--- src/rtl/ni_resp_pkg.sv ---
// Shared AXI/packet response codes plus the response mapping and byte-swap
// helpers used by the NI response path.
package ni_resp_pkg;

  typedef enum logic [1:0] {
    AXI_OKAY   = 2'b00,
    AXI_EXOKAY = 2'b01,
    AXI_SLVERR = 2'b10,
    AXI_DECERR = 2'b11
  } axi_resp_e;

  typedef enum logic [1:0] {
    PR_DVA  = 2'b00,
    PR_FAIL = 2'b01,
    PR_ERR  = 2'b10
  } packet_resp_e;

  localparam int MAX_DATA_WD = 512;

  // A plain OKAY on a locked beat means the exclusive/locked access was lost.
  function automatic packet_resp_e map_resp(input axi_resp_e resp, input logic locked);
    case (resp)
      AXI_OKAY:   return locked ? PR_FAIL : PR_DVA;
      AXI_EXOKAY: return PR_DVA;
      default:    return PR_ERR;
    endcase
  endfunction

  // Reverse the whole max-width vector, then shift the reversed bytes down so
  // only the low nbytes bytes of the input take part.
  function automatic logic [MAX_DATA_WD-1:0] byte_swap(input logic [MAX_DATA_WD-1:0] data,
                                                        input int nbytes);
    logic [MAX_DATA_WD-1:0] rev;
    for (int i = 0; i < MAX_DATA_WD/8; i++) begin
      rev[i*8 +: 8] = data[MAX_DATA_WD-8-i*8 +: 8];
    end
    return rev >> (MAX_DATA_WD - 8*nbytes);
  endfunction

endpackage

--- src/rtl/axi_ni_resp_encode.sv ---
// Combinational capture-side encoder: endianness normalisation of the read
// data and AXI-to-packet response mapping, producing one buffer payload word.
module axi_ni_resp_encode
  import ni_resp_pkg::*;
#(
  parameter int AXIRDATAWD = 32,
  parameter int ENDIANNESS = 0
) (
  input  logic [AXIRDATAWD-1:0] in_data,
  input  logic [1:0]            in_resp,
  input  logic                  in_locked,
  output logic [AXIRDATAWD+1:0] payload
);

  logic [AXIRDATAWD-1:0] data_norm;
  packet_resp_e          resp_code;

  always_comb begin
    data_norm = in_data;
    if (ENDIANNESS == 1) begin
      data_norm = AXIRDATAWD'(byte_swap(MAX_DATA_WD'(in_data), AXIRDATAWD/8));
    end
    resp_code = map_resp(axi_resp_e'(in_resp), in_locked);
    payload   = {resp_code, data_norm};
  end

endmodule

--- src/rtl/axi_ni_resend_payload_buffer.sv ---
// Response-payload buffer holding entries until the network acks them so a
// nacked train can be replayed. Macro NI_RESEND_REPLAY_EN enables ack/nack
// replay; without it the block is a plain FIFO freeing entries on send.
module axi_ni_resend_payload_buffer
  import ni_resp_pkg::*;
#(
  parameter int AXIRDATAWD = 32,
  parameter int DEPTH      = 4,
  parameter int ENDIANNESS = 0
) (
  input  logic                    clk,
  input  logic                    rst,
  input  logic                    in_valid,
  output logic                    in_ready,
  input  logic [AXIRDATAWD-1:0]   in_data,
  input  logic [1:0]              in_resp,
  input  logic                    in_locked,
  output logic                    out_valid,
  input  logic                    out_ready,
  output logic [AXIRDATAWD+1:0]   out_payload,
  input  logic                    ack,
  input  logic                    nack,
  output logic [$clog2(DEPTH):0]  count,
  output logic                    full,
  output logic                    empty
);

  localparam int PAYLOADWD = AXIRDATAWD + 2;
  localparam int AW        = $clog2(DEPTH);
  localparam int PW        = AW + 1;

  logic [PAYLOADWD-1:0] mem [DEPTH];
  logic [PAYLOADWD-1:0] enc_payload;
  logic [PW-1:0]        wr;
  logic [PW-1:0]        rd;
  logic [PW-1:0]        cm;
  logic                 push;
  logic                 pop;

  axi_ni_resp_encode #(
    .AXIRDATAWD (AXIRDATAWD),
    .ENDIANNESS (ENDIANNESS)
  ) u_encode (
    .in_data   (in_data),
    .in_resp   (in_resp),
    .in_locked (in_locked),
    .payload   (enc_payload)
  );

  // Occupancy spans from the oldest unacked entry to the allocate pointer.
  assign count       = wr - cm;
  assign full        = (count == PW'(DEPTH));
  assign empty       = (count == '0);
  assign in_ready    = !full;
  assign push        = in_valid && in_ready;
  assign pop         = out_valid && out_ready;
  assign out_payload = mem[rd[AW-1:0]];

  always_ff @(posedge clk) begin
    if (rst) begin
      for (int i = 0; i < DEPTH; i++) begin
        mem[i] <= '0;
      end
      wr <= '0;
    end else if (push) begin
      mem[wr[AW-1:0]] <= enc_payload;
      wr              <= wr + PW'(1);
    end
  end

`ifdef NI_RESEND_REPLAY_EN
  logic          ack_eff;
  logic [PW-1:0] cm_next;

  // An ack with nothing in flight is dropped; nack rewinds past any same-cycle ack.
  assign ack_eff   = ack && (cm != rd);
  assign cm_next   = cm + PW'(ack_eff);
  assign out_valid = (rd != wr) && !nack;

  always_ff @(posedge clk) begin
    if (rst) begin
      cm <= '0;
      rd <= '0;
    end else begin
      cm <= cm_next;
      if (nack) begin
        rd <= cm_next;
      end else if (pop) begin
        rd <= rd + PW'(1);
      end
    end
  end
`else
  logic unused_ctrl;

  assign unused_ctrl = ack ^ nack;
  assign out_valid   = (rd != wr);
  assign cm          = rd;

  always_ff @(posedge clk) begin
    if (rst) begin
      rd <= '0;
    end else if (pop) begin
      rd <= rd + PW'(1);
    end
  end
`endif

endmodule

--- config.mk ---
export PLATFORM = sky130hd
export DESIGN_NAME = axi_ni_resend_payload_buffer
export DESIGN_NICKNAME = d
export VERILOG_FILES = /design/src/rtl/ni_resp_pkg.sv /design/src/rtl/axi_ni_resp_encode.sv /design/src/rtl/axi_ni_resend_payload_buffer.sv
export SDC_FILE = /design/constraint.sdc
export NUM_CORES = 1
export LEC_CHECK = 0
export CAP_MARGIN = 20
export CORE_UTILIZATION = 41
export CTS_CLUSTER_DIAMETER = 100
export DETAILED_ROUTE_END_ITERATION = 7
export PLACE_DENSITY = 0.59
export SLEW_MARGIN = 40
export SYNTH_ARGS = -nofsm -noshare
export SYNTH_HDL_FRONTEND = slang
export SYNTH_HIERARCHICAL = 1
export SYNTH_SLANG_ARGS = --single-unit
--- constraint.sdc ---
create_clock -name clk -period 4.4 [get_ports clk]
set_input_delay 0.88 -clock clk [delete_from_list [all_inputs] [get_ports clk]]
set_output_delay 0.88 -clock clk [all_outputs]
set_load 0.02 [all_outputs]
==> flow_metrics.py <==
metrics = {
    "run_status": {
        "status": "completed",
    },
    "timing": {
        "final_hold_viol_count": 0,
        "slew_viol_final": 0,
        "setup_viol": 0,
        "worst_pin_slew_ns": 0.742,
        "clock_skew_ns": 0.0104,
        "setup_tns_ns": 0,
        "rsz0062_at_grt": "no",
        "finalCritPeriodShare": 0.799,
        "fmax_mhz": 284,
        "slew_headroom": 0.505,
        "min_period_ns": 3.52,
    },
    "route": {
        "wl_met1_mm": 5.36,
        "routed_via_density": 4.85,
        "wl_met3_um": 425,
        "first_pass_iters": 4,
        "first_iter_violations": 247,
        "route.detailed.drc": 0,
        "dr_total_vias": 3532,
        "met2_length_mm": 6.94,
        "routed_wl_mm": 12.9,
        "ant_nets": 0,
        "wire_per_inst_um": 17.7,
        "route.top_layer_used": "met4",
    },
    "setup_path": {
        "cp_common_cell": "inv_1",
        "slowest_stage": "clkdlybuf4s50_1",
        "worstSetupPathType": "reg2out",
        "endpoint_kind": "output port",
        "crit_fanout": 5,
        "start_kind": "flop",
        "crit_buf_inv": 3,
        "crit_family": "buffers and inverters",
        "crit_chain": "inv_1, ha_1, fa_1, xor3_1, nand3_1, inv_1, clkdlybuf4s50_1",
        "reg2reg_slack_ns": 1.00,
        "worstPathArrival_ns": 2.64,
        "max_stage_delay_ns": 0.60,
        "required_ns": 3.52,
    },
    "grt": {
        "grt_pass1_vias": 3706,
        "overflow": 0,
        "grt_pass1_wl_mm": 20.3,
        "grt_max_degree": 35,
        "antenna_found_initial": 0,
        "track_usage": 0.169,
    },
    "yosys": {
        "synth_area_um2": 6730,
        "synth_simple_gate_area_frac": 0.156,
        "ys.flop_type": "edfxtp_1",
        "yosys.area_share.adder": 0.0104,
        "yosysWarnings": 6,
        "synth_xor_area_frac": 0.00874,
        "syn_area_per_cell_um2": 14.8,
        "synth_compound_area_frac": 0.00614,
        "synth.area.mux_share": 0.117,
        "synth.net_count": 500,
        "ys_seq_area_frac": 0.631,
        "synth_top_family_by_area": "simple AND/OR/NAND/NOR gates",
        "ys_async_sr_fraction": 0,
        "synth_edf_count": 136,
        "synth.distinct_cells": 28,
        "synth-seq-cells": 144,
        "synthCells": 454,
    },
    "job": {
        "cap_violations": 0,
    },
    "cts": {
        "post-cts-setup-buffers": 0,
        "clock_tree.root_cell": "clkbuf_16",
        "cts_made_buffers": 17,
        "cts_resized": 0,
        "clkSinkCount": 144,
        "clkSlewWorstSetupHoldPaths_ns": 0.06,
        "cts_max_level": 4,
        "cts_tree": "yes",
        "cts.path.max_buffers": 2,
        "insertion_delay_ns": 0.41,
        "cts-hold-fix-buffers": 0,
    },
    "die": {
        "io-pin-count": 82,
        "core_um2": 15900,
        "start_util": 0.422,
        "die_h_um": 130,
        "rows": 46,
        "die-area_um2": 16900,
        "die_w_um": 130,
    },
    "power_and_ir_drop": {
        "p_total_w": 0.00467,
        "power_density_nw_per_um2": 578,
        "power_leakage_nw": 2.78,
        "ir_worst_vdd_mv": 0.271,
    },
    "placement": {
        "io_buffers": 79,
        "dp_hpwl_mm": 7.45,
        "gp_congestion": 0.703,
    },
    "cells_and_area": {
        "drive_gt1_frac": 0.338,
        "insertedDiodeCount": 0,
        "syn_to_final_growth_pct": 20.2,
        "nNetsFinal": 546,
        "final_core_util": 0.507,
    },
    "worst_hold_path": {
        "hold_path_class": "reg2reg",
    },
}
==> where the power goes <==
group	internal [W]	switching [W]
clock	0.000938	0.000521
sequential	0.00175	0.000105
combinational	0.000632	0.000724
total	0.00332	0.00135
==> per-stage QoR <==
step	instances	area (um^2)	setup slack (ns)	hold WS, ns
6_report	728	8090	0.884	0.552
5_1_grt	728	8090	0.749	0.575
4_1_cts	728	8090	0.849	0.553
3_5_place_dp	697	7490	0.934	0.539
3_3_place_gp	697	7470	0.950	0.519
2_1_floorplan	454	6730	1.15	0.483
==> worst register-to-register path: cells and delay by family, from the launching register on <==
family | cells | cell delay [ns]
compound gates | 1 | 0.50
flops | 1 | 0.40
simple gates | 2 | 0.96
buf+inv | 2 | 0.40
xor+xnor | 1 | 0.25
fa+ha+maj | 2 | 0.59
==> worst paths after layout <==
path	start	to	depth (start not counted)
setup / recovery	wr[0]	full	7
hold / removal	wr[2]	wr[2]	2
setup reg to reg	wr[0]	mem[1][31]	8
hold reg to reg	wr[2]	wr[2]	2
==> cells in the mapped netlist (2+ instances only) <==
cell,count,area (um^2)
buf_2,7,35.0
mux2i_1,2,20.0
nand2b_1,37,231
clkbuf_1,11,41.3
o21ai_0,2,10.0
edfxtp_1,136,4080
buf_4,32,240
ha_1,4,50.1
nor2_2,90,563
xor2_1,3,26.3
mux4_2,34,766
buf_6,12,135
inv_1,8,30.0
or3_1,4,25.0
nor2_1,52,195
dfxtp_1,8,160
==> cells in the final DEF (no fill, tap or decap), drive strengths merged <==
cell type and instances:
nand3 1, xor2 3, nor3 1, clkinv 5, xnor2 1, dfxtp 8, ha 4, nor3b 1
clkinvlp 3, a41o 1, o211ai 1, mux2i 2, o21ai 2, inv 8, a21oi 1, clkbuf 19
bufinv 4, a31o 1, or3 4, edfxtp 136, nand2b 37, clkdlybuf4s50 78, nor2 142, xor3 1
or2 1, buf 11, fa 1, nand2 1, mux4 34
==> area by class of cell <==
| cell class | count | area [um^2] |
|---|---|---|
| well taps | 216 | 270 |
| flip-flops and latches | 144 | 4250 |
| clock inverters | 12 | 168 |
| multi-input cells | 240 | 2030 |
| clock buffers | 19 | 433 |
| repair buffers | 89 | 911 |
| fillers | 1376 | 7860 |
| inverters | 8 | 30.0 |
==> layer usage <==
metal  vias to the layer above  GRT usage
li1                       1667          -
met1                      1775      0.199
met2                        77      0.301
met3                        13     0.0385
met4                         0     0.0616
met5                         -          0
==> flip-flops by register name (all words and copies together) (netlist names), named ones only <==
signal / count
mem: 136
cm: 3
wr: 3
==> cells by family after synthesis <==
group,count (synthesis)
flip-flops,144
buffers and inverters,70
AO/OA/AOI/OAI,6
adder cells (fa/ha/maj),5
XOR/XNOR,5
multiplexers,36
AND/OR/NAND/NOR,188
No activity file was read; power rests on OpenSTA's default activity.
